File: config.mk
export PLATFORM = sky130hd
export DESIGN_NAME = fifo_buffer
export DESIGN_NICKNAME = d
export VERILOG_FILES = /design/src/rtl/fifo_pkg.sv /design/src/rtl/fifo_ptr.sv /design/src/rtl/fifo_buffer.sv
export SDC_FILE = /design/constraint.sdc
export NUM_CORES = 1
export LEC_CHECK = 0
export ABC_AREA = 1
export ABC_CLOCK_PERIOD_IN_PS = 2700
export CAP_MARGIN = 20
export CORE_ASPECT_RATIO = 1.1
export CORE_MARGIN = 2
export CORE_UTILIZATION = 40
export CTS_CLUSTER_DIAMETER = 60
export DETAILED_ROUTE_END_ITERATION = 8
export GPL_TIMING_DRIVEN = 0
export REMOVE_ABC_BUFFERS = 1
export SYNTH_ARGS = -nofsm -noshare
export SYNTH_HDL_FRONTEND = slang
export SYNTH_SLANG_ARGS = --single-unit
File: constraint.sdc
create_clock -name clock -period 2.7 [get_ports clock]
set_input_delay 0.27 -clock clock [delete_from_list [all_inputs] [get_ports clock]]
set_output_delay 0.27 -clock clock [all_outputs]
set_load 0.02 [all_outputs]
File: src/rtl/fifo_pkg.sv
// fifo_pkg: shared constants and helpers for the fifo_buffer slice.
//   DEF_DEPTH  default FIFO depth
//   PTR_W      index width into the storage array for the default depth
//   CNT_W      pointer/count width; the extra MSB is the wrap bit
//   ptr_t      pointer/count type for the default configuration
//   is_pow2()  legality helper used at elaboration
package fifo_pkg;

  localparam int DEF_DEPTH = 8;
  localparam int PTR_W     = $clog2(DEF_DEPTH);
  localparam int CNT_W     = PTR_W + 1;

  typedef logic [CNT_W-1:0] ptr_t;

  // True for powers of two that are at least 2.
  function automatic bit is_pow2(input int unsigned v);
    return (v >= 32'd2) && ((v & (v - 32'd1)) == 32'd0);
  endfunction

endpackage

File: src/rtl/fifo_ptr.sv
// fifo_ptr: wrapping pointer counter for one side of the FIFO.
//   clock    posedge clock
//   reset_n  asynchronous active-low reset, pointer -> 0
//   clear    synchronous flush, pointer -> 0 (wins over inc)
//   inc      advance the pointer by one
//   ptr      CNT_W-bit pointer; wraps modulo 2**CNT_W (= 2*DEPTH)
module fifo_ptr
  import fifo_pkg::*;
#(
  parameter int CW = CNT_W
) (
  input  logic          clock,
  input  logic          reset_n,
  input  logic          clear,
  input  logic          inc,
  output logic [CW-1:0] ptr
);

  logic [CW-1:0] ptr_r;

  // Pointer register: reset, flush, or advance on an accepted operation.
  always_ff @(posedge clock or negedge reset_n) begin
    if (!reset_n) begin
      ptr_r <= '0;
    end else if (clear) begin
      ptr_r <= '0;
    end else if (inc) begin
      ptr_r <= ptr_r + CW'(1);
    end
  end

  assign ptr = ptr_r;

endmodule

File: src/rtl/fifo_buffer.sv
// fifo_buffer: synchronous first-word-fall-through FIFO.
//   clock        posedge clock
//   reset_n      asynchronous active-low reset (array contents kept)
//   clear        synchronous flush; push/pop in the same cycle are ignored
//   push/wr_data write strobe and data
//   pop          read strobe, consumes the current head
//   rd_data      head entry, or RESET_VAL while empty
//   full/empty/almost_full/count  occupancy status, register-derived
//   overflow/underflow            sticky dropped-push / dropped-pop flags
module fifo_buffer
  import fifo_pkg::*;
#(
  parameter int               WIDTH       = 8,
  parameter int               DEPTH       = DEF_DEPTH,
  parameter int               ALMOST_FULL = DEPTH - 1,
  parameter logic [WIDTH-1:0] RESET_VAL   = '0
) (
  input  logic                     clock,
  input  logic                     reset_n,
  input  logic                     clear,
  input  logic                     push,
  input  logic [WIDTH-1:0]         wr_data,
  input  logic                     pop,
  output logic [WIDTH-1:0]         rd_data,
  output logic                     full,
  output logic                     empty,
  output logic                     almost_full,
  output logic [$clog2(DEPTH):0]   count,
  output logic                     overflow,
  output logic                     underflow
);

  localparam int            PW    = $clog2(DEPTH);
  localparam int            CW    = PW + 1;
  localparam logic [CW-1:0] AF_TH = CW'(ALMOST_FULL);

  // Parameter legality, checked at elaboration.
  if (!is_pow2(DEPTH)) begin : g_bad_depth
    $error("fifo_buffer: DEPTH must be a power of two >= 2");
  end
  if ((ALMOST_FULL < 1) || (ALMOST_FULL > DEPTH)) begin : g_bad_af
    $error("fifo_buffer: ALMOST_FULL must be in 1..DEPTH");
  end

  logic [WIDTH-1:0] mem_r [DEPTH];
  logic [CW-1:0]    wr_ptr_s;
  logic [CW-1:0]    rd_ptr_s;
  logic [CW-1:0]    count_r;
  logic [CW-1:0]    count_next_s;
  logic             almost_full_r;
  logic             overflow_r;
  logic             underflow_r;
  logic             empty_s;
  logic             full_s;
  logic             push_ok_s;
  logic             pop_ok_s;
  logic             wr_inc_s;
  logic             rd_inc_s;

  // Wrap-bit encoding: equal pointers mean empty, same index with
  // opposite wrap bits means full.
  assign empty_s = (wr_ptr_s == rd_ptr_s);
  assign full_s  = (wr_ptr_s[PW-1:0] == rd_ptr_s[PW-1:0]) &&
                   (wr_ptr_s[PW] != rd_ptr_s[PW]);

  // Accept logic. A full FIFO is never empty, so a push on full rides
  // along with the pop that frees the slot in the same cycle.
  assign pop_ok_s  = pop  && !empty_s;
  assign push_ok_s = push && (!full_s || pop_ok_s);
  assign wr_inc_s  = push_ok_s && !clear;
  assign rd_inc_s  = pop_ok_s  && !clear;

  fifo_ptr #(.CW(CW)) u_wr_ptr (
    .clock   (clock),
    .reset_n (reset_n),
    .clear   (clear),
    .inc     (wr_inc_s),
    .ptr     (wr_ptr_s)
  );

  fifo_ptr #(.CW(CW)) u_rd_ptr (
    .clock   (clock),
    .reset_n (reset_n),
    .clear   (clear),
    .inc     (rd_inc_s),
    .ptr     (rd_ptr_s)
  );

  // Storage write; the array is deliberately never reset or flushed.
  always_ff @(posedge clock) begin
    if (wr_inc_s) begin
      mem_r[wr_ptr_s[PW-1:0]] <= wr_data;
    end
  end

  // Next occupancy from accepted operations only.
  always_comb begin
    count_next_s = count_r;
    unique case ({push_ok_s, pop_ok_s})
      2'b10:   count_next_s = count_r + CW'(1);
      2'b01:   count_next_s = count_r - CW'(1);
      default: count_next_s = count_r;
    endcase
  end

  // Occupancy, almost-full and sticky error flags.
  always_ff @(posedge clock or negedge reset_n) begin
    if (!reset_n) begin
      count_r       <= '0;
      almost_full_r <= 1'b0;
      overflow_r    <= 1'b0;
      underflow_r   <= 1'b0;
    end else if (clear) begin
      count_r       <= '0;
      almost_full_r <= 1'b0;
      overflow_r    <= 1'b0;
      underflow_r   <= 1'b0;
    end else begin
      count_r       <= count_next_s;
      almost_full_r <= (count_next_s >= AF_TH);
      overflow_r    <= overflow_r  || (push && !push_ok_s);
      underflow_r   <= underflow_r || (pop  && !pop_ok_s);
    end
  end

  // FWFT head: depends only on pointers and array, never on push/wr_data.
  always_comb begin
    if (empty_s) begin
      rd_data = RESET_VAL;
    end else begin
      rd_data = mem_r[rd_ptr_s[PW-1:0]];
    end
  end

  assign full        = full_s;
  assign empty       = empty_s;
  assign almost_full = almost_full_r;
  assign count       = count_r;
  assign overflow    = overflow_r;
  assign underflow   = underflow_r;

endmodule

==> flow_metrics.env <==
export IMPL_status="finished clean"
export IMPL_ys_seq_area_frac=0.6460
export IMPL_crit_slowest_cell="dfrtp_4"
export IMPL_irDropWorstVdd_mv=0.4090
export IMPL_hpwl_mm=4.576
export IMPL_area_delta_synth_final_pct=20.83
export IMPL_finalClockSkew_ns=0.006614
export IMPL_min_path_type="input pin to async pin"
export IMPL_netlist_area_mm2=0.003556
export IMPL_avgSynthCellArea_um2=10.78
export IMPL_die_h_um=102.9
export IMPL_drc=0
export IMPL_grt_usage=0.1719
export IMPL_mostFrequentLayoutCell="edfxtp_1"
export IMPL_max_freq_mhz=395.2
export IMPL_critPathKind="register to register"
export IMPL_reg2reg_depth=11
export IMPL_ys_warn_count=0
export IMPL_synth_edf_count=64
export IMPL_end_kind="register"
export IMPL_post_route_period_util=0.9372
export IMPL_path_clk_slew_ns=0.09
export IMPL_numPortBuffers=29
export IMPL_fill_cells=829
export IMPL_grt_pass1_wl_mm=12.22
export IMPL_clock_sinks=79
export IMPL_clk_latency_ns=0.35
export IMPL_tightest_slew_ns=0.6776
export IMPL_grt_max_degree=36
export IMPL_ys_flop_type="edfxtp_1"
export IMPL_grt_pass1_vias=2371
export IMPL_grt_overflow=0
export IMPL_cp_max_fo=19
export IMPL_vias_per_cell=5.049
export IMPL_worstPathRequired_ns=2.69
export IMPL_n_antenna_cell=0
export IMPL_wl_per_cell_um=15.75
export IMPL_drt_total_wl_mm=7.641
export IMPL_antenna_found_initial=0
export IMPL_initial_core_util=0.4069
export IMPL_core_mm2=0.008738
export IMPL_layout_common_cells="64 x edfxtp_1, 56 x nor2_1, 43 x o21ai_0"
export IMPL_cp_arrival_ns=2.52
export IMPL_dieArea_mm2=0.009660
export IMPL_drt_initial_drc_count=119
export IMPL_place_inst=461
export IMPL_setup_violations=0
export IMPL_maxCapViolations=0
export IMPL_r2r_start="u_rd_ptr.ptr[1]$_DFFE_PN0P_"
export IMPL_hold_violations=0
export IMPL_synth_top_family_by_area="simple AND/OR/NAND/NOR gates"
export IMPL_via_count=2449
export IMPL_finalMaxSlewViolations=0
export IMPL_yosys_area_share_adder=0.01970
export IMPL_path_common_cell="nand2_1"
export IMPL_synthArstFlopShare=0.1899
export IMPL_multi_input_area_mm2=0.001157
export IMPL_rsz0062_at_grt="no"
export IMPL_p_per_area_mw_per_mm2=658.3
export IMPL_rows=36
export IMPL_fin_crit_ns=2.530
export IMPL_io_pins=30
export IMPL_nets=384
export IMPL_die_w_um=93.90
export IMPL_synth_seq_cells=79
export IMPL_r2r_end="mem_r[3][1]$_DFFE_PP_"
export IMPL_synthCells=330
export IMPL_r2r_slack_ns=0.17
export IMPL_synth_distinct_cells=31
export IMPL_cts_buffer_depth=2
export IMPL_htree_levels=3
export IMPL_numCtsBuffers=9
export IMPL_p_leak_nw=1.630
export IMPL_final_antenna_net_count=0
export IMPL_setup_tns_final_ns=0
export IMPL_root_buffer="clkbuf_8"
export IMPL_cpPeakStageDelay_ns=0.58
export IMPL_cp_cell_sequence="inv_6, nand2_1, nand2_2, nor2_4, nand2_8, nand2_8, nand2_1, nand2_1, inv_2, nand2_1, nor3_4"
export IMPL_yosys_area_share_simple=0.1809
export IMPL_register_area_mm2=0.002305
export IMPL_final_core_util=0.4917
export IMPL_startpoint_type="register"
export IMPL_layout_cells_non_filler=485
export IMPL_synthXorXnorAreaFrac=0.002463
export IMPL_slew_headroom=0.5469
export IMPL_place_gp_congestion=0.7712
export IMPL_drive_gt1_frac=0.1644
export IMPL_tritoncts="done"
export IMPL_synth_mux_area_frac=0
export IMPL_firstDrtPassIters=5
export IMPL_synth_compound_area_frac=0.1034
## registers in the layout (all words and copies together), names as in the netlist
name / count
count: 4
mem_r: 64
u_rd_ptr.ptr: 4
overflow: 1
almost_full: 1
underflow: 1
u_wr_ptr.ptr: 4
## how the worst max path moves through the flow
stage,start,endpoint,slack [ns],depth (start not counted)
2_1_floorplan,u_rd_ptr.ptr[0]$_DFFE_PN0P_,almost_full$_DFF_PN0_,0.01,17
3_3_place_gp,u_rd_ptr.ptr[0]$_DFFE_PN0P_,mem_r[1][0]$_DFFE_PP_,-1.34,11
3_5_place_dp,u_rd_ptr.ptr[1]$_DFFE_PN0P_,mem_r[0][0]$_DFFE_PP_,-0.69,11
4_1_cts,u_rd_ptr.ptr[0]$_DFFE_PN0P_,mem_r[5][2]$_DFFE_PP_,-0.02,12
5_1_grt,u_rd_ptr.ptr[1]$_DFFE_PN0P_,mem_r[3][5]$_DFFE_PP_,0.01,11
6_report,u_rd_ptr.ptr[1]$_DFFE_PN0P_,mem_r[3][1]$_DFFE_PP_,0.17,11
## cells by family after synthesis
logic type,after synthesis
buffers and inverters,38
and+or+nand+nor,139
DFF,79
xor gates and xnor gates,1
adders and majority gates,5
AOI/OAI and AO/OA,68
## cells in the mapped netlist, types with 2 or more instances
library cell	instances	area (µm²)
inv_2	6	22.52
nand3_2	3	30.03
nand3_1	16	80.08
a21oi_1	3	15.01
nor3_1	4	20.02
dfrtp_1	15	375.4
nand2_1	40	150.1
o21ai_1	3	15.01
a31oi_1	9	56.30
nor2_1	61	229.0
nor2_4	2	22.52
buf_6	2	22.52
o22ai_1	8	50.05
clkbuf_1	9	33.78
buf_4	2	15.01
ha_1	4	50.05
inv_1	17	63.81
edfxtp_1	64	1922
nor2_2	2	12.51
nand2_2	7	43.79
o21ai_0	43	215.2
## per-stage QoR
step	setup slack [ns]	hold WS (ns)	power (W)	area, µm²
CTS	-0.02276	0.3431	0.002821	4202
finish	0.1697	0.3262	0.002828	4297
global route	0.01358	0.3786	0.002978	4297
floorplan	0.01072	-0.02559	0.001762	3480
global placement	-1.342	0.4813	0.001989	3913
detailed placement	-0.6934	0.5050	0.002014	3958
## report_power, final
group / internal, W / total [W] / switching [W]
Clock: 0.000350 / 0.000814 / 0.000464
Combinational: 0.000243 / 0.000627 / 0.000384
Sequential: 0.00135 / 0.00139 / 0.0000332
## layout make-up
cell class,instances,share of cell area
well taps,114,0.03320
clock inverters,7,0.01543
clock buffers,9,0.02883
flip-flops and latches,79,0.5364
repair buffers,39,0.09115
multi-input cells,213,0.2694
inverters,24,0.02563
## repair_timing
item | 4_1_cts | 5_1_grt
setup buffers | 1 | 7
pin swaps | 0 | 2
setup endpoints to repair | 78 | 59
resized for setup | 25 | 6
hold buffers | 0 | 0
## worst max-delay path: cells and delay by family, from the launching register on
kind | cells | cell delay [ns]
simple gates | 9 | 1.26
buf+inv | 2 | 0.32
flops | 1 | 0.58
## routing by layer
layer  track usage  up-vias  share of wire
met5             0        -              0
met4       0.08027        0          0.010
met3       0.02997        7          0.060
met2        0.3000       67           0.52
met1        0.2085     1154           0.41
li1              -     1221              -
Power figures use the tool's default switching activity.
